--- src/rtl/mux_arb_stream_pkg.sv ---
// Shared definitions for the round-robin stream mux: default sizes,
// the packet-lock state encoding and the channel-index width helper.
package mux_pkg;

  localparam int DEFAULT_WIDTH      = 8;
  localparam int DEFAULT_NUM_INPUTS = 4;

  typedef enum logic {
    IDLE   = 1'b0,
    LOCKED = 1'b1
  } lockState_e;

  // Width of an index that can address n channels (never below one bit).
  function automatic int idxWidth(input int n);
    return (n <= 2) ? 1 : $clog2(n);
  endfunction

endpackage

--- src/rtl/mux_arb_stream_if.sv ---
// Stream bundle between N producers, the arbitrating mux and one consumer.
// master: the environment (producers + consumer); slave: the mux itself.
interface mux_arb_stream_if
  import mux_pkg::*;
#(
  parameter int NUM_INPUTS = DEFAULT_NUM_INPUTS,
  parameter int WIDTH      = DEFAULT_WIDTH,
  parameter int SEL_WIDTH  = idxWidth(NUM_INPUTS)
);

  logic [NUM_INPUTS-1:0]       in_valid;
  logic [NUM_INPUTS-1:0]       in_ready;
  logic [NUM_INPUTS*WIDTH-1:0] in_data;
  logic [NUM_INPUTS-1:0]       in_last;
  logic                        out_valid;
  logic                        out_ready;
  logic [WIDTH-1:0]            out_data;
  logic                        out_last;
  logic [SEL_WIDTH-1:0]        out_sel;

  modport master (
    output in_valid, in_data, in_last, out_ready,
    input  in_ready, out_valid, out_data, out_last, out_sel
  );

  modport slave (
    input  in_valid, in_data, in_last, out_ready,
    output in_ready, out_valid, out_data, out_last, out_sel
  );

endinterface

--- src/rtl/mux_arb_stream_rr_arbiter.sv ---
// Combinational round-robin arbiter: scans requests starting at ptr_i and
// wrapping modulo NUM_INPUTS; returns a one-hot grant and its index.
module rr_arbiter
  import mux_pkg::*;
#(
  parameter int NUM_INPUTS = DEFAULT_NUM_INPUTS,
  parameter int SEL_WIDTH  = idxWidth(NUM_INPUTS)
) (
  input  logic [NUM_INPUTS-1:0] req_i,
  input  logic [SEL_WIDTH-1:0]  ptr_i,
  output logic [NUM_INPUTS-1:0] grant_o,
  output logic [SEL_WIDTH-1:0]  grantIdx_o,
  output logic                  grantValid_o
);

  logic [SEL_WIDTH-1:0] scanIdx;

  // First requester at or after the pointer wins; no request, no grant.
  always_comb begin
    grant_o      = '0;
    grantIdx_o   = '0;
    grantValid_o = 1'b0;
    scanIdx      = '0;
    for (int off = 0; off < NUM_INPUTS; off++) begin
      scanIdx = SEL_WIDTH'((int'(ptr_i) + off) % NUM_INPUTS);
      if (!grantValid_o && req_i[scanIdx]) begin
        grantValid_o     = 1'b1;
        grantIdx_o       = scanIdx;
        grant_o[scanIdx] = 1'b1;
      end
    end
  end

endmodule

--- src/rtl/mux_arb_stream.sv ---
// Round-robin N-to-1 stream mux with a one-entry registered output stage.
// Optional packet lock (keep a channel granted until in_last) is enabled
// by defining MUX_ARB_LOCK_EN; without it every beat is arbitrated alone.
module mux_arb_stream
  import mux_pkg::*;
#(
  parameter int NUM_INPUTS = DEFAULT_NUM_INPUTS,
  parameter int WIDTH      = DEFAULT_WIDTH,
  parameter int SEL_WIDTH  = idxWidth(NUM_INPUTS)
) (
  input  logic             clk,
  input  logic             rst,
  mux_arb_stream_if.slave  bus
);

  logic [SEL_WIDTH-1:0]  ptr_q, ptr_d;
  logic                  outValid_q, outValid_d;
  logic [WIDTH-1:0]      outData_q, outData_d;
  logic                  outLast_q, outLast_d;
  logic [SEL_WIDTH-1:0]  outSel_q, outSel_d;

  logic                  load;
  logic                  xfer;
  logic [NUM_INPUTS-1:0] req;
  logic [NUM_INPUTS-1:0] grant;
  logic [SEL_WIDTH-1:0]  grantIdx;
  logic                  grantValid;
  logic [WIDTH-1:0]      grantData;
  logic                  grantLast;
  logic [SEL_WIDTH-1:0]  nextPtr;

  assign load = ~outValid_q | bus.out_ready;

`ifdef MUX_ARB_LOCK_EN
  lockState_e           state_q, state_d;
  logic [SEL_WIDTH-1:0] lockCh_q, lockCh_d;

  // While locked only the owning channel may request.
  always_comb begin
    req = bus.in_valid;
    if (state_q == LOCKED) begin
      req = bus.in_valid & (NUM_INPUTS'(1) << lockCh_q);
    end
  end
`else
  assign req = bus.in_valid;
`endif

  rr_arbiter #(
    .NUM_INPUTS (NUM_INPUTS),
    .SEL_WIDTH  (SEL_WIDTH)
  ) u_arb (
    .req_i        (req),
    .ptr_i        (ptr_q),
    .grant_o      (grant),
    .grantIdx_o   (grantIdx),
    .grantValid_o (grantValid)
  );

  assign grantData    = bus.in_data[grantIdx*WIDTH +: WIDTH];
  assign grantLast    = bus.in_last[grantIdx];
  assign nextPtr      = (grantIdx == SEL_WIDTH'(NUM_INPUTS - 1)) ? '0 : grantIdx + 1'b1;
  assign xfer         = grantValid & load & ~rst;
  assign bus.in_ready = (rst | ~load) ? '0 : grant;

  // Output stage: capture on transfer, empty when drained, hold when stalled.
  always_comb begin
    outValid_d = outValid_q;
    outData_d  = outData_q;
    outLast_d  = outLast_q;
    outSel_d   = outSel_q;
    if (xfer) begin
      outValid_d = 1'b1;
      outData_d  = grantData;
      outLast_d  = grantLast;
      outSel_d   = grantIdx;
    end else if (bus.out_ready) begin
      outValid_d = 1'b0;
    end
  end

  // Pointer advance (and lock FSM): move past the winner after each transfer.
  always_comb begin
    ptr_d = ptr_q;
`ifdef MUX_ARB_LOCK_EN
    state_d  = state_q;
    lockCh_d = lockCh_q;
    if (xfer) begin
      if (state_q == IDLE) begin
        ptr_d = nextPtr;
        if (!grantLast) begin
          state_d  = LOCKED;
          lockCh_d = grantIdx;
        end
      end else if (grantLast) begin
        state_d = IDLE;
        ptr_d   = nextPtr;
      end
    end
`else
    if (xfer) begin
      ptr_d = nextPtr;
    end
`endif
  end

  // State registers with synchronous reset; a held beat is discarded.
  always_ff @(posedge clk) begin
    if (rst) begin
      ptr_q      <= '0;
      outValid_q <= 1'b0;
      outData_q  <= '0;
      outLast_q  <= 1'b0;
      outSel_q   <= '0;
`ifdef MUX_ARB_LOCK_EN
      state_q    <= IDLE;
      lockCh_q   <= '0;
`endif
    end else begin
      ptr_q      <= ptr_d;
      outValid_q <= outValid_d;
      outData_q  <= outData_d;
      outLast_q  <= outLast_d;
      outSel_q   <= outSel_d;
`ifdef MUX_ARB_LOCK_EN
      state_q    <= state_d;
      lockCh_q   <= lockCh_d;
`endif
    end
  end

  assign bus.out_valid = outValid_q;
  assign bus.out_data  = outData_q;
  assign bus.out_last  = outLast_q;
  assign bus.out_sel   = outSel_q;

endmodule

--- src/flat_wrapper.sv ---
// flat-port wrapper written by rule: the top's interface ports become plain ports
module mux_arb_stream_flat import mux_pkg::*;
#(
  parameter int NUM_INPUTS = DEFAULT_NUM_INPUTS,
  parameter int WIDTH      = DEFAULT_WIDTH,
  parameter int SEL_WIDTH  = idxWidth(NUM_INPUTS)
)
  (clk, rst, bus_in_valid, bus_in_data, bus_in_last, bus_out_ready, bus_in_ready, bus_out_valid, bus_out_data, bus_out_last, bus_out_sel);
  mux_arb_stream_if #(.NUM_INPUTS(NUM_INPUTS), .WIDTH(WIDTH), .SEL_WIDTH(SEL_WIDTH)) bus_i ();
  input  logic clk;
  input  logic rst;
  input wire logic [$bits(bus_i.in_valid)-1:0] bus_in_valid;
  input wire logic [$bits(bus_i.in_data)-1:0] bus_in_data;
  input wire logic [$bits(bus_i.in_last)-1:0] bus_in_last;
  input wire logic [$bits(bus_i.out_ready)-1:0] bus_out_ready;
  output wire logic [$bits(bus_i.in_ready)-1:0] bus_in_ready;
  output wire logic [$bits(bus_i.out_valid)-1:0] bus_out_valid;
  output wire logic [$bits(bus_i.out_data)-1:0] bus_out_data;
  output wire logic [$bits(bus_i.out_last)-1:0] bus_out_last;
  output wire logic [$bits(bus_i.out_sel)-1:0] bus_out_sel;
  assign bus_i.in_valid = bus_in_valid;
  assign bus_i.in_data = bus_in_data;
  assign bus_i.in_last = bus_in_last;
  assign bus_i.out_ready = bus_out_ready;
  assign bus_in_ready = bus_i.in_ready;
  assign bus_out_valid = bus_i.out_valid;
  assign bus_out_data = bus_i.out_data;
  assign bus_out_last = bus_i.out_last;
  assign bus_out_sel = bus_i.out_sel;
  mux_arb_stream #(.NUM_INPUTS(NUM_INPUTS), .WIDTH(WIDTH), .SEL_WIDTH(SEL_WIDTH)) u_core (.clk(clk), .rst(rst), .bus(bus_i));
endmodule
--- config.mk ---
export PLATFORM = sky130hd
export DESIGN_NAME = mux_arb_stream_flat
export DESIGN_NICKNAME = d
export VERILOG_FILES = /design/src/rtl/mux_arb_stream_pkg.sv /design/src/rtl/mux_arb_stream_if.sv /design/src/rtl/mux_arb_stream_rr_arbiter.sv /design/src/rtl/mux_arb_stream.sv /design/src/flat_wrapper.sv
export SDC_FILE = /design/constraint.sdc
export NUM_CORES = 1
export LEC_CHECK = 0
export ABC_AREA = 1
export CAP_MARGIN = 5
export CORE_AREA = 2 2 73 75
export CTS_BUF_LIST = sky130_fd_sc_hd__clkbuf_16
export DETAILED_ROUTE_END_ITERATION = 8
export DIE_AREA = 0 0 75 77
export DONT_BUFFER_PORTS = 1
export PLACE_DENSITY = 0.4
export SLEW_MARGIN = 20
export SYNTH_ARGS = -nofsm -noshare
export SYNTH_HDL_FRONTEND = slang
export SYNTH_HIERARCHICAL = 1
export SYNTH_SLANG_ARGS = --single-unit
--- constraint.sdc ---
create_clock -name clk -period 2.09 [get_ports clk]
set_input_delay 0.209 -clock clk [delete_from_list [all_inputs] [get_ports clk]]
set_output_delay 0.209 -clock clk [all_outputs]
set_load 0.02 [all_outputs]
# After elaboration in Yosys (flattened, before gate mapping)
# Cells that the tools add are included.
dict set report classes {
  n_addsub 4
  n_lt_le_gt_ge 9
  eq_ne 1
  n_shift 1
  mux 34
  bitwise_logic 10
  reduce_logical 11
}
# operator count
set op_table {}
lappend op_table {{indexed part select 32 x 6 -> 8 bit} 1}
lappend op_table {{two-way mux 4 bit} 5}
lappend op_table {{less-than comparator 2 x 3 -> 1 bit (second input constant)} 5}
lappend op_table {{two-way mux 1 bit} 15}
lappend op_table {{OR 4 bit} 3}
lappend op_table {{binary-select mux 1 bit (select 2 bit)} 5}
lappend op_table {{two-way mux 2 bit} 5}
lappend op_table {{demux 1 bit (select 2 bit)} 4}
lappend op_table {{>= comparator 2 x 1 -> 1 bit (second input constant)} 4}
lappend op_table {{logical AND 1 bit} 7}
lappend op_table {{adder 2 x 1 -> 2 bit (second input constant)} 2}
lappend op_table {{adder 2 bit (second input constant)} 2}
lappend op_table {{zero test 1 bit} 3}
lappend op_table {{inverter 1 bit} 3}
lappend op_table {{AND 1 bit} 2}
lappend op_table {{== test 2 bit (second input constant)} 1}
lappend op_table {{OR 1 bit} 2}
lappend op_table {{nonzero test 2 bit} 1}
dict set report word_totals {
  regBits 14
  input_bits 43
  word_cells 75
}

# Logic depth before layout (Yosys ltp)
# Gate-level depths: netlist of the first run.
dict set report logic_depth {
  ltp_word 15
  ltp_mapped 16
}

# Hierarchy
# The synthesis of the first run kept the hierarchy.
# module n_inst cells_each area_each_um2 seq_area_each_um2
set modules_own_cells {}
lappend modules_own_cells {mux_arb_stream 1 176 998.5 280.3}
lappend modules_own_cells {rr_arbiter 1 74 440.4 0.0}

# Least setup slack after synthesis of the first run
# Ideal clock, no wire load.
dict set report synth_path {
  path_type {register to register}
  start {register u_core.ptr_q[0]}
  end {register u_core.outData_q[2] (netlist: u_core/bus.out_data[2])}
  setup_ns 0.115
  arrival_ns 2.099
  t_required_ns 1.975
  setup_slack_ns -0.124
  path_stages_with_launch 15
  path_buffers 1
  path_cell_list {dfxtp_1 inv_2 ha_1 inv_1 nand3_1 nand2_1 nor2_1 a21oi_1 nand3_1 buf_2 nor2_1 nor2_1 nand2_1 nand2_1 nor2_2}
}
dict set report synth_between {
  word_cells_on_any_way 28
  classes_between {add/sub (3); shift (1); mux (16); bitwise (2); reduce/logical (6)}
}
# item line_no
set synth_lines {}
lappend synth_lines {{from (decl)} mux_arb_stream.sv:16} ;# logic [SEL_WIDTH-1:0] ptr_q, ptr_d;
lappend synth_lines {{from (signal assigned)} mux_arb_stream.sv:120} ;# ptr_q <= ptr_d;
lappend synth_lines {{branches (longest 11 deep; another with adder 2 x 1 -> 2 bit)} -}
lappend synth_lines {{two-way mux 2 bit *} mux_arb_stream_rr_arbiter.sv:26} ;# if (!grantValid_o && req_i[scanIdx]) begin
lappend synth_lines {{named net u_core.grantIdx[0]} mux_arb_stream.sv:26} ;# logic [SEL_WIDTH-1:0] grantIdx;
lappend synth_lines {{indexed part select 32 x 6 -> 8 bit *} mux_arb_stream.sv:60} ;# assign grantData = bus.in_data[grantIdx*WIDTH +: WIDTH];
lappend synth_lines {{to (signal assigned)} mux_arb_stream.sv:122} ;# outData_q <= outData_d;
lappend synth_lines {{to (decl)} mux_arb_stream.sv:18} ;# logic [WIDTH-1:0] outData_q, outData_d;
# Mark *: on every way through the listed nets, which the timed path passes. The select of a mux whose other input is x is not followed.
# A chain may end at the register's enable or synchronous reset.

# Worst setup path in the final report of the first run
dict set report layout_path {
  start {register u_core.ptr_q[0]}
  end {register u_core.outData_q[5] (netlist: u_core/bus.out_data[5])}
}
# The elaborated chain is that of the path after synthesis.

==> reports/results.ini, run 1 <==
[route]
remaining_drc_errors=0
viasPerCell=4.52
dr.pass1.iters=4
vias=1563
ant_nets=0
drt_iter0_markers=56
wl_mm=4.30
wire_per_inst_um=12.4

[die]
io_pins=59
die_w_um=75
die_area_um2=5780
fp.dieH_um=77
initial_core_util_pct=28.9
core_area_um2=4980
placementRows=26

[layout]
final_cell_mix=nand2_1 (99), nor2_1 (31), buf_4 (21), inv_1 (21), nand3_1 (16)
ff_latch_area_um2=283
nNetsFinal=327
final_common_cell=nand2_1
diodes=0
fillers=555
multi_input_area_um2=1060
area_delta_synth_final_pct=33.0
final_util_pct=38.5
drive_above_1_share_pct=26.1

[timing]
tightest_slew_ns=0.390
fmax_mhz=497
hold_viol=0
rsz0062_at_grt=yes
setup-violations-final=0
slew_headroom_pct=74.0
fin_crit_ns=2.01
fin_crit_sh_pct=96.3
holdWs_ns=0.0173
finalClockSkew_ns=0.00312
report.final.slew_viol_count=0

[worst_setup_path]
required_ns=2.23
end_kind=flop
arrival_ns=2.15
worstPathCellList=inv_2 -> ha_4 -> inv_4 -> nand2_2 -> nand2_2 -> nor2_4 -> buf_4 -> nand4_1 -> nand3_4 -> buf_12 -> inv_4 -> nand2_1 -> nand2_1 -> nor2_1 -> nor2_2
path_delay_family=simple AND/OR/NAND/NOR gates
setup.worst_path.start_class=flop
crit_path_max_fanout=10
path_class=flop to flop
critPathBufInv=5
slowest_delay_ns=0.33
slowest_stage=dfxtp_2

[global_routing]
grt_pass1_wl_mm=6.92
antenna_found_initial=0
grt_use_total_pct=15.4
overflow=0
grt_pass1_vias=1463
grt_max_degree=25

[logic_synthesis]
synthesis.instances=250
netlist_area_um2=1440
avgSynthCellArea_um2=5.76
synth_fp_nets=299
ys_seq_area_share_pct=19.5
synth_cell_types=22
ys_ff_latch=14
synth_warnings=6

[clock_tree]
cts_tree=yes
worstSkewPairLatency_ns=0.25
root_buffer=clkbuf_16
cts_buffers=3
clock-sinks=14
cts_buffer_depth=2
path_clk_slew_ns=0.05
ctsHoldBuffers=0
htree_levels=1

[pwr]
p_total_w=0.00437
power.leakage_nw=1.00
p_per_area_nw_per_um2=2280
ir_drop_uv=1380

[placed_design]
numPortBuffers=0
dp_hpwl_mm=3.18
place.gp.congestion=0.821

[min_path]
hold_path_class=input port to flop

[flow_run]
maxCapViolCount=0

[outcome]
status=finished, final reports clean

## cells in the mapped netlist, drive strengths merged
cell	number	area, µm²
nand2	110	448
nor2	40	179
inv	28	105
nand3	22	140
dfxtp	14	280
a21oi	9	45.0
nand4	9	62.6
buf	7	68.8
ha	6	75.1
a21boi	4	30.0
o21ai	1	5.00
## final cells by class
cell class / count / area share [%]
sequential: 14 / 14.8
tap: 70 / 4.58
clock buffer: 3 / 3.92
multi-input combinational: 201 / 55.6
inverter: 28 / 5.75
timing repair buffer: 30 / 15.4
## power breakdown
part | total [W] | internal, W | switching (W)
sequential | 0.000629 | 0.000408 | 0.000221
clock | 0.000361 | 0.000250 | 0.000111
combinational | 0.00338 | 0.00155 | 0.00184
total | 0.00437 | 0.00220 | 0.00217
## state kept, by name, indices dropped and copies added (netlist names)
register and flops:
u_core/bus.out_data 8, u_core/bus.out_sel 2, u_core/ptr_q 2, u_core/bus.out_last 1
u_core/bus.out_valid 1
## worst reg2reg max path: stages (launching register included)
cell	delay [ns]
dfxtp_2	0.33
inv_2	0.05
ha_4	0.29
inv_4	0.04
nand2_2	0.06
nand2_2	0.05
nor2_4	0.17
buf_4	0.14
nand4_1	0.11
nand3_4	0.18
buf_12	0.14
inv_4	0.06
nand2_1	0.06
nand2_1	0.04
nor2_1	0.12
nor2_2	0.05
## routing by layer
layer / GRT usage, % / wire length (µm)
met5: 0 / 0
met4: 6.43 / 78
met3: 1.97 / 141
met2: 26.2 / 2220
met1: 19.0 / 1860
## through the flow
step           setup slack [ns]  instance area [µm²]  setup TNS (ns)  instances
6_report                 0.0768                 1910               0        346
5_1_grt                 -0.0706                 1910          -0.672        346
4_1_cts                  0.0280                 1730               0        335
3_5_place_dp            -0.0498                 1630          -0.283        332
3_3_place_gp            -0.0145                 1630         -0.0180        332
2_1_floorplan           0.00262                 1450               0        250
## path summary, 6_finish.rpt
check | endpoint | from | slack, ns | cells past startpoint
setup / recovery | u_core/bus.out_data[5]$_SDFFE_PP0P_ | u_core/ptr_q[0]$_SDFFE_PP0P_ | 0.08 | 15
hold / removal | u_core/ptr_q[0]$_SDFFE_PP0P_ | rst | 0.02 | 1
setup reg to reg | u_core/bus.out_data[5]$_SDFFE_PP0P_ | u_core/ptr_q[0]$_SDFFE_PP0P_ | 0.08 | 15
hold reg to reg | u_core/bus.out_data[7]$_SDFFE_PP0P_ | u_core/bus.out_data[7]$_SDFFE_PP0P_ | 0.57 | 2
## repair_timing
| action | CTS | global route |
|---|---|---|
| gates cloned | 0 | 4 |
| setup buffers | 0 | 7 |
| pin swaps | 0 | 10 |
| endpoints found under the setup margin | 13 | 15 |
| resized for setup | 5 | 20 |
## cells by family after synthesis
family | Yosys count | synth area share [%]
flip-flops | 14 | 19.5
adder cells (fa/ha/maj) | 6 | 5.22
AND/OR/NAND/NOR | 181 | 57.7
AO/OA/AOI/OAI | 14 | 5.56
buffers and inverters | 35 | 12.1
(Power assumes the default switching activity.)
==> run 2: changes to the inputs <==
--- a/config.mk
+++ b/config.mk
@@ -5,16 +5,14 @@
 export SDC_FILE = /design/constraint.sdc
 export NUM_CORES = 1
 export LEC_CHECK = 0
-export ABC_AREA = 1
 export CAP_MARGIN = 5
-export CORE_AREA = 2 2 73 75
+export CORE_AREA = 2 2 71 73
 export CTS_BUF_LIST = sky130_fd_sc_hd__clkbuf_16
 export DETAILED_ROUTE_END_ITERATION = 8
-export DIE_AREA = 0 0 75 77
+export DIE_AREA = 0 0 73 75
 export DONT_BUFFER_PORTS = 1
 export PLACE_DENSITY = 0.4
 export SLEW_MARGIN = 20
 export SYNTH_ARGS = -nofsm -noshare
 export SYNTH_HDL_FRONTEND = slang
-export SYNTH_HIERARCHICAL = 1
 export SYNTH_SLANG_ARGS = --single-unit
==> run 2 against run 1 <==
  * The run now ends with setup timing left
  * Largest cell class unchanged
  * Flip-flop and latch count is the same
  * Routed wire length shrank 1.1%
  * Clock-buffer cell count is the same
  * Critical endpoint is now bus_in_ready[3]
  * Setup slack lost 0.29 ns
  * First-iteration DRC count grew 7.1%
  * Final cell count shrank 27%
  * Sequential power shrank 9.1%
  * Clock power grew 4%
  * Critical path type is now flop to primary output
  * Non-clock buffer count grew 9
  * Largest power group unchanged
  * Global-route usage grew 0.51 points
  * Design area shrank 1.5%
==> reports/results.ini, run 2 <==
[outcome]
status=finished with violations
violations=setup timing

[worst_setup_path]
end_kind=primary output
path_class=flop to primary output
timing.rr.end=u_core.bus.out_data[1]$_SDFFE_PP0P_
worstPathCellList=inv_4 -> ha_4 -> mux4_2 -> nor2b_4 -> buf_6 -> a22oi_2 -> nor2_1 -> a221oi_2 -> nor2_2
crit_path_max_fanout=6  ; -4
arrival_ns=2.10  ; -0.05 ns
slowest_delay_ns=0.39  ; +0.06 ns
setup.worst_path.start_class=flop
worstReg2RegStart=u_core.ptr_q[0]$_SDFFE_PP0P_
required_ns=1.88  ; -0.35 ns
slowest_stage=dfxtp_4
path_delay_family=simple AND/OR/NAND/NOR gates
critPathBufInv=2  ; -3
r2r.worst_path.cells=10  ; -5
rrSetupSlack_ns=-0.09  ; -0.17 ns

[placed_design]
place_area_um2=1610  ; -1.2%
dp_slack_ns=-0.229  ; -0.180 ns
numPortBuffers=0  ; unchanged
place.gp.congestion=0.848  ; +3.3%
dp_hpwl_mm=3.24  ; +1.8%

[logic_synthesis]
synth_fp_nets=214  ; -28%
netlist_area_um2=1370  ; -5.1%
ys_seq_area_share_pct=20.5  ; +1.1 points
synth-main-ff-cell=dfxtp_1
synth_warnings=0  ; -6
synth_top_area_share_pct=20.5  ; -5.6 points
async_flop_share_pct=0  ; unchanged
synth_cell_types=30  ; +36%
synthTopCellsByCount=mux2i_1 (23), nor2_1 (18), dfxtp_1 (14)
synth_area_leader_cell=dfxtp_1
synthesis.instances=164  ; -34%
synth.top_cells.by_area=dfxtp_1 (21%), mux2i_1 (17%), a22oi_1 (7.1%), ha_1 (6.4%), o31ai_1 (5.5%)
synth_edf_count=0  ; unchanged
synth.most_common_cell=mux2i_1
ys_ff_latch=14  ; unchanged
avgSynthCellArea_um2=8.32  ; +45%

[pwr]
power.leakage_nw=0.777  ; -22%
p_int_w=0.00168  ; -24%
clkPwrFrac_pct=12.6  ; +4.3 points
sw_frac_of_total_pct=43.7  ; -5.9 points
p_switching_w=0.00130  ; -40%
pwr-share-comb_pct=68.2  ; -9.2 points
ir_drop_uv=603  ; -56%
p_per_area_nw_per_um2=1580  ; -31%
pwr-share-seq_pct=19.1  ; +4.7 points

[global_routing]
antenna_found_initial=0  ; unchanged
top_usage_layer=met2
overflow=0  ; unchanged
grt_use_total_pct=15.9  ; +0.51 points
grt_pass1_vias=1457  ; -0.41%
grt.met2_usage_pct=26.7  ; +0.50 points
grt_util_met1_pct=20.2  ; +1.2 points
met3_usage_pct=4.82  ; +2.8 points
grt_pass1_wl_mm=6.76  ; -2.3%
grt_max_degree=13  ; -48%

[timing]
fin_crit_ns=2.31  ; +0.292 ns
hold_viol=0  ; unchanged
rsz0062_at_grt=yes
fmax_mhz=434  ; -13%
fin_crit_sh_pct=110  ; +14 points
report.final.slew_viol_count=0  ; unchanged
finalClockSkew_ns=0.00230  ; -0.000818 ns
worst_slack_ns=-0.215  ; -0.292 ns
setup-violations-final=14  ; +14
slew_headroom_pct=54.6  ; -19 points
tightest_slew_ns=0.678  ; +0.288 ns

[flow_run]
maxCapViolCount=0  ; unchanged

[min_path]
hold_end=u_core.ptr_q[0]$_SDFFE_PP0P_
min_path_cells=1  ; unchanged
hold_path_class=input port to flop
hold_start=rst

[clock_tree]
cts_tree=yes
htree_levels=1  ; unchanged
clock-sinks=14  ; unchanged
worstSkewPairLatency_ns=0.25  ; about the same
cts_buffers=3  ; unchanged
ctsHoldBuffers=0  ; unchanged
cts_buffer_depth=2  ; unchanged
root_buffer=clkbuf_16
path_clk_slew_ns=0.05  ; about the same

[die]
die_w_um=73  ; -2.7%
core_area_um2=4660  ; -6.4%
io_pins=59  ; unchanged
initial_core_util_pct=29.3  ; +0.38 points
placementRows=25  ; -3.8%
die_area_um2=5480  ; -5.2%
fp.dieH_um=75  ; -2.6%

[layout]
largest_register_ffs=8  ; unchanged
fillers=446  ; -20%
area_delta_synth_final_pct=38.1
ff_latch_area_um2=285  ; +0.89%
final_area_um2=1890  ; -1.5%
multi_input_area_um2=1090  ; +2.2%
drive_above_1_share_pct=37.9  ; +12 points
nNetsFinal=249  ; -24%
final_cell_mix=buf_4 (33), mux2i_1 (19), nor2_1 (13)
final_common_cell=buf_4
diodes=0  ; unchanged

[route]
viasPerCell=5.55  ; +23%
vias=1399  ; -10%
ant_nets=0  ; unchanged
drt_iter0_markers=60  ; +7.1%
wire_per_inst_um=16.9  ; +36%
wl_mm=4.26  ; -1.1%
dr.pass1.iters=4  ; unchanged
remaining_drc_errors=0  ; unchanged

[run 2: changes by cell type after synthesis, sizes merged, moves of 13 or more]
cell	previous run	this run
a22oi	0	13
inv	28	12
mux2i	0	23
nand2	110	3
nand3	22	0
nor2	40	18
[run 2: kinds of logic (layout without fill, tap and decap cells)]
kind of cell | count (synthesis) | in the layout | share of synthesized area (%)
buffers and inverters | 21 | 55 | 8.43
flip-flops | 14 | 14 | 20.5
AO/OA/AOI/OAI | 56 | 56 | 28.8
XOR/XNOR | 2 | 2 | 1.28
adder cells (fa/ha/maj) | 7 | 7 | 6.42
multiplexers | 25 | 25 | 20.2
AND/OR/NAND/NOR | 39 | 39 | 14.4
[run 2: how the worst max path moves through the flow]
stage,start,endpoint,slack [ns],depth (start not counted)
6_report,u_core.ptr_q[0]$_SDFFE_PP0P_,bus_in_ready[3],-0.22,9
5_1_grt,u_core.ptr_q[0]$_SDFFE_PP0P_,bus_in_ready[3],-0.28,9
4_1_cts,u_core.ptr_q[0]$_SDFFE_PP0P_,bus_in_ready[2],-0.20,9
3_5_place_dp,u_core.ptr_q[0]$_SDFFE_PP0P_,u_core.bus.out_data[4]$_SDFFE_PP0P_,-0.23,7
3_3_place_gp,u_core.ptr_q[0]$_SDFFE_PP0P_,u_core.bus.out_data[6]$_SDFFE_PP0P_,-0.15,7
2_1_floorplan,u_core.ptr_q[0]$_SDFFE_PP0P_,bus_in_ready[0],-0.20,10
[run 2: worst register-to-register path, stage by stage, from the launching register on]
cell,delay (ns)
dfxtp_4,0.39
inv_4,0.05
ha_4,0.26
mux4_2,0.35
nor2b_4,0.18
buf_4,0.15
o21ai_2,0.05
o31ai_2,0.07
buf_4,0.22
mux2i_1,0.23
o211ai_1,0.09
[run 2: power groups by stage]
stage	sequential (W)	clock, W	combinational (W)
2_1_floorplan	0.000551	0	0.00119
3_3_place_gp	0.000564	0	0.00164
3_5_place_dp	0.000565	0	0.00166
4_1_cts	0.000573	0.000382	0.00185
5_1_grt	0.000588	0.000402	0.00220
6_report	0.000572	0.000377	0.00204
[run 2: final cells by class]
type | count | area share (%)
flip-flops and latches | 14 | 15.1
multi-input cells | 129 | 57.7
inverters | 12 | 2.52
clock buffers | 3 | 3.98
clock inverters | 1 | 0.199
well taps | 54 | 3.58
repair buffers | 39 | 16.9
[run 2: metrics by stage]
step / TNS (ns) / std cells / hold slack (ns) / total power [W] / utilization, %
after floorplan: -2.33 / 164 / 0.409 / 0.00174 / -
after global placement: -1.70 / 237 / 0.284 / 0.00221 / 34.5
after detailed placement: -2.34 / 237 / 0.281 / 0.00222 / 34.5
after CTS: -2.23 / 245 / 0.0217 / 0.00281 / 38.3
after global routing: -2.99 / 252 / 0.0162 / 0.00319 / 40.5
final: -1.48 / 252 / 0.0227 / 0.00299 / 40.5
[run 2: what timing repair did]
item,in CTS,in global routing
buffers inserted,4,7
pin swaps,4,8
endpoints found under the setup margin,14,16
resized for setup,17,16
[run 2: per-layer routing]
layer | vias to the layer above | part of all wire, % | routed length, µm
li1 | 688 | - | -
met1 | 660 | 46 | 1940
met2 | 47 | 45 | 1930
met3 | 4 | 8.2 | 350
met4 | 0 | 0.85 | 36
met5 | - | 0 | 0
==> run 3: changes to the inputs <==
--- a/config.mk
+++ b/config.mk
@@ -6,13 +6,14 @@
 export NUM_CORES = 1
 export LEC_CHECK = 0
 export CAP_MARGIN = 5
-export CORE_AREA = 2 2 71 73
+export CORE_AREA = 2 2 68 70
 export CTS_BUF_LIST = sky130_fd_sc_hd__clkbuf_16
 export DETAILED_ROUTE_END_ITERATION = 8
-export DIE_AREA = 0 0 73 75
+export DIE_AREA = 0 0 70 72
 export DONT_BUFFER_PORTS = 1
 export PLACE_DENSITY = 0.4
 export SLEW_MARGIN = 20
 export SYNTH_ARGS = -nofsm -noshare
 export SYNTH_HDL_FRONTEND = slang
+export SYNTH_HIERARCHICAL = 1
 export SYNTH_SLANG_ARGS = --single-unit
==> run 3 against run 2 <==
  * The run still ends with setup timing left
  * Clock-buffer cell count is the same
  * Hold slack worse by 0.0030 ns
  * Design area fell by 13%
  * Register-to-register slack got worse by 0.31 ns
  * Flip-flop and latch count unchanged
  * Total power down 20%
  * Critical path depth grew 1
  * Synthesized cell count fell by 23%
  * Largest cell class unchanged
==> reports/results.ini, run 3 <==
[flow_run]
maxCapViolCount=0  ; unchanged

[worst_setup_path]
crit_top_cell=mux4_2
required_ns=2.22  ; +0.34 ns
slowest_delay_ns=0.51  ; +0.12 ns
crit_path_max_fanout=11  ; +5
path_delay_family=multiplexers
end_kind=flop
critPathBufInv=2  ; unchanged
arrival_ns=2.62  ; +0.52 ns
setup.worst_path.start_class=flop
path_class=flop to flop
slowest_stage=mux4_2
worstPathCellList=inv_6 -> ha_4 -> mux4_2 -> and2b_2 -> o21ai_2 -> o31ai_4 -> buf_12 -> mux4_2 -> nand4_1 -> nand2_1

[global_routing]
grt_pass1_wl_mm=5.66  ; -16%
antenna_found_initial=0  ; unchanged
overflow=0  ; unchanged
grt_use_total_pct=14.0  ; -1.9 points
grt_pass1_vias=1178  ; -19%
grt_max_degree=17  ; +4

[layout]
final_cell_mix=buf_4 (28), mux4_2 (13), o211ai_1 (13)
drive_above_1_share_pct=44.7  ; +6.8 points
stdcell_count=202  ; -20%
largest_register_ffs=8  ; unchanged
area_delta_synth_final_pct=31.9
diodes=0  ; unchanged
final_area_um2=1650  ; -13%
nNetsFinal=200  ; -20%
final_common_cell=buf_4

[die]
die_area_um2=5040  ; -7.9%
initial_core_util_pct=29.3  ; -0.034 points
fp.dieH_um=72  ; -4.0%
die_w_um=70  ; -4.1%
placementRows=24  ; -4.0%
io_pins=59  ; unchanged
core_area_um2=4260  ; -8.5%

[pwr]
p_switching_w=0.000967  ; -26%
sw_frac_of_total_pct=40.5  ; -3.2 points
pwr-share-seq_pct=23.6  ; +4.5 points
ir_drop_uv=496  ; -18%
power.leakage_nw=0.647  ; -17%
p_per_area_nw_per_um2=1450  ; -8.3%
pwr-share-comb_pct=60.9  ; -7.3 points
p_total_w=0.00239  ; -20%
p_int_w=0.00142  ; -15%
clkPwrFrac_pct=15.5  ; +2.9 points

[logic_synthesis]
async_flop_share_pct=0  ; unchanged
synth_cell_types=30  ; unchanged
avgSynthCellArea_um2=9.82  ; +18%
synth_edf_count=0  ; unchanged
synthesis.instances=127  ; -23%
synth_top_area_share_pct=22.5  ; +1.9 points
synth.most_common_cell=dfxtp_1
ys_ff_latch=14  ; unchanged
synth.top_cells.by_area=dfxtp_1 (22%), mux4_2 (18%), o211ai_1 (7.8%), mux4_1 (6.3%), ha_1 (6.0%)
synth_fp_nets=176  ; -18%
synth_warnings=6  ; +6
synthTopCellsByCount=dfxtp_1 (14), o211ai_1 (13), mux4_2 (10), nand2_1 (10), nand4_1 (10)
synth-main-ff-cell=dfxtp_1
synth_area_leader_cell=dfxtp_1
ys_seq_area_share_pct=22.5  ; +1.9 points
netlist_area_um2=1250  ; -8.6%

[timing]
fin_crit_sh_pct=119  ; +8.8 points
tightest_slew_ns=0.612  ; -0.0652 ns
worst_slack_ns=-0.399  ; -0.183 ns
hold_viol=0  ; unchanged
fmax_mhz=402  ; -7.4%
slew_headroom_pct=59.2  ; +4.6 points
setup-violations-final=17  ; +3
fin_crit_ns=2.49  ; +0.183 ns
rsz0062_at_grt=yes
report.final.slew_viol_count=0  ; unchanged
tns_ns=-5.08  ; -3.60 ns
finalClockSkew_ns=0.00201  ; -0.000290 ns

[min_path]
hold_path_class=input port to flop

[clock_tree]
worstSkewPairLatency_ns=0.24  ; about the same
cts_buffer_depth=2  ; unchanged
cts_buffers=3  ; unchanged
htree_levels=1  ; unchanged
path_clk_slew_ns=0.05  ; about the same
root_buffer=clkbuf_16
clock-sinks=14  ; unchanged
cts_tree=yes

[route]
met1_length_mm=1.61  ; -17%
dr.max_layer_used=met4
drt_iter0_markers=56  ; -6.7%
wire_per_inst_um=17.3  ; +2.6%
ant_nets=0  ; unchanged
routed-wl-met2_mm=1.55  ; -20%
remaining_drc_errors=0  ; unchanged
viasPerCell=5.70  ; +2.7%
wl_met3_um=276  ; -21%
dr.pass1.iters=4  ; unchanged
vias=1152  ; -18%
wl_mm=3.50  ; -18%

[placed_design]
dp_hpwl_mm=2.78  ; -14%
place_area_um2=1520  ; -5.5%
numPortBuffers=0  ; unchanged
place.gp.congestion=0.839  ; -1.0%
dp_cells=194  ; -18%

[outcome]
status=finished with violations
violations=setup timing

run 3: per-stage QoR:
stage          utilization (%)  setup WS [ns]  hold slack [ns]
2_1_floorplan                -         -0.496            0.271
3_3_place_gp              35.6         -0.499            0.283
3_5_place_dp              35.6         -0.521            0.274
4_1_cts                   38.1         -0.403           0.0190
5_1_grt                   38.6         -0.498           0.0271
6_report                  38.6         -0.399           0.0197
run 3: area by class of cell:
class,instances,area (µm²)
Timing Repair Buffer,30,250
Sequential cell,14,285
Clock inverter,1,3.75
Tap cell,52,65.1
Clock buffer,3,75.1
Fill cell,441,2620
Inverter,9,38.8
Multi-Input combinational cell,93,927
run 3: layer usage:
layer,vias up,GRT usage (%)
li1,549,-
met4,0,5.77
met3,5,2.36
met1,550,19.9
met5,-,0
met2,48,21.2
run 3: power groups by stage:
| stage | registers [W] | logic (W) | clock network (W) |
|---|---|---|---|
| floorplan | 0.000538 | 0.000976 | 0 |
| global placement | 0.000567 | 0.00134 | 0 |
| detailed placement | 0.000570 | 0.00135 | 0 |
| CTS | 0.000567 | 0.00143 | 0.000378 |
| global route | 0.000576 | 0.00159 | 0.000387 |
| finish | 0.000563 | 0.00146 | 0.000371 |
run 3: what timing repair did:
| item | CTS | global route |
|---|---|---|
| hold buffers | 0 | 0 |
| buffers inserted | 3 | 2 |
| endpoints found under the setup margin | 18 | 18 |
| pin swaps | 2 | 1 |
| gates resized for setup | 12 | 5 |
run 3: path summary, 6_finish.rpt:
path | from | to | slack [ns] | depth (start not counted)
min reg2reg | u_core/bus.out_data[0]$_SDFFE_PP0P_ | u_core/bus.out_data[0]$_SDFFE_PP0P_ | 0.59 | 2
min | rst | u_core/ptr_q[0]$_SDFFE_PP0P_ | 0.02 | 1
max reg2reg | u_core/ptr_q[0]$_SDFFE_PP0P_ | u_core/bus.out_data[4]$_SDFFE_PP0P_ | -0.40 | 10
max | u_core/ptr_q[0]$_SDFFE_PP0P_ | u_core/bus.out_data[4]$_SDFFE_PP0P_ | -0.40 | 10
run 3: cell families (layout without fill, tap and decap cells):
logic type / count (synthesis) / after routing / share of synthesized area (%)
muxes: 16 / 16 / 27.0
buffers and inverters: 20 / 43 / 8.42
DFF: 14 / 14 / 22.5
and+or+nand+nor: 35 / 35 / 16.3
adders and majority gates: 6 / 6 / 6.02
AOI/OAI and AO/OA: 36 / 36 / 19.8
run 3: worst register-to-register path, cell delays in order (launching register included):
cell     delay (ns)
dfxtp_4        0.40
inv_6          0.04
ha_4           0.25
mux4_2         0.38
and2b_2        0.27
o21ai_2        0.07
o31ai_4        0.07
buf_12         0.18
mux4_2         0.51
nand4_1        0.13
nand2_1        0.06
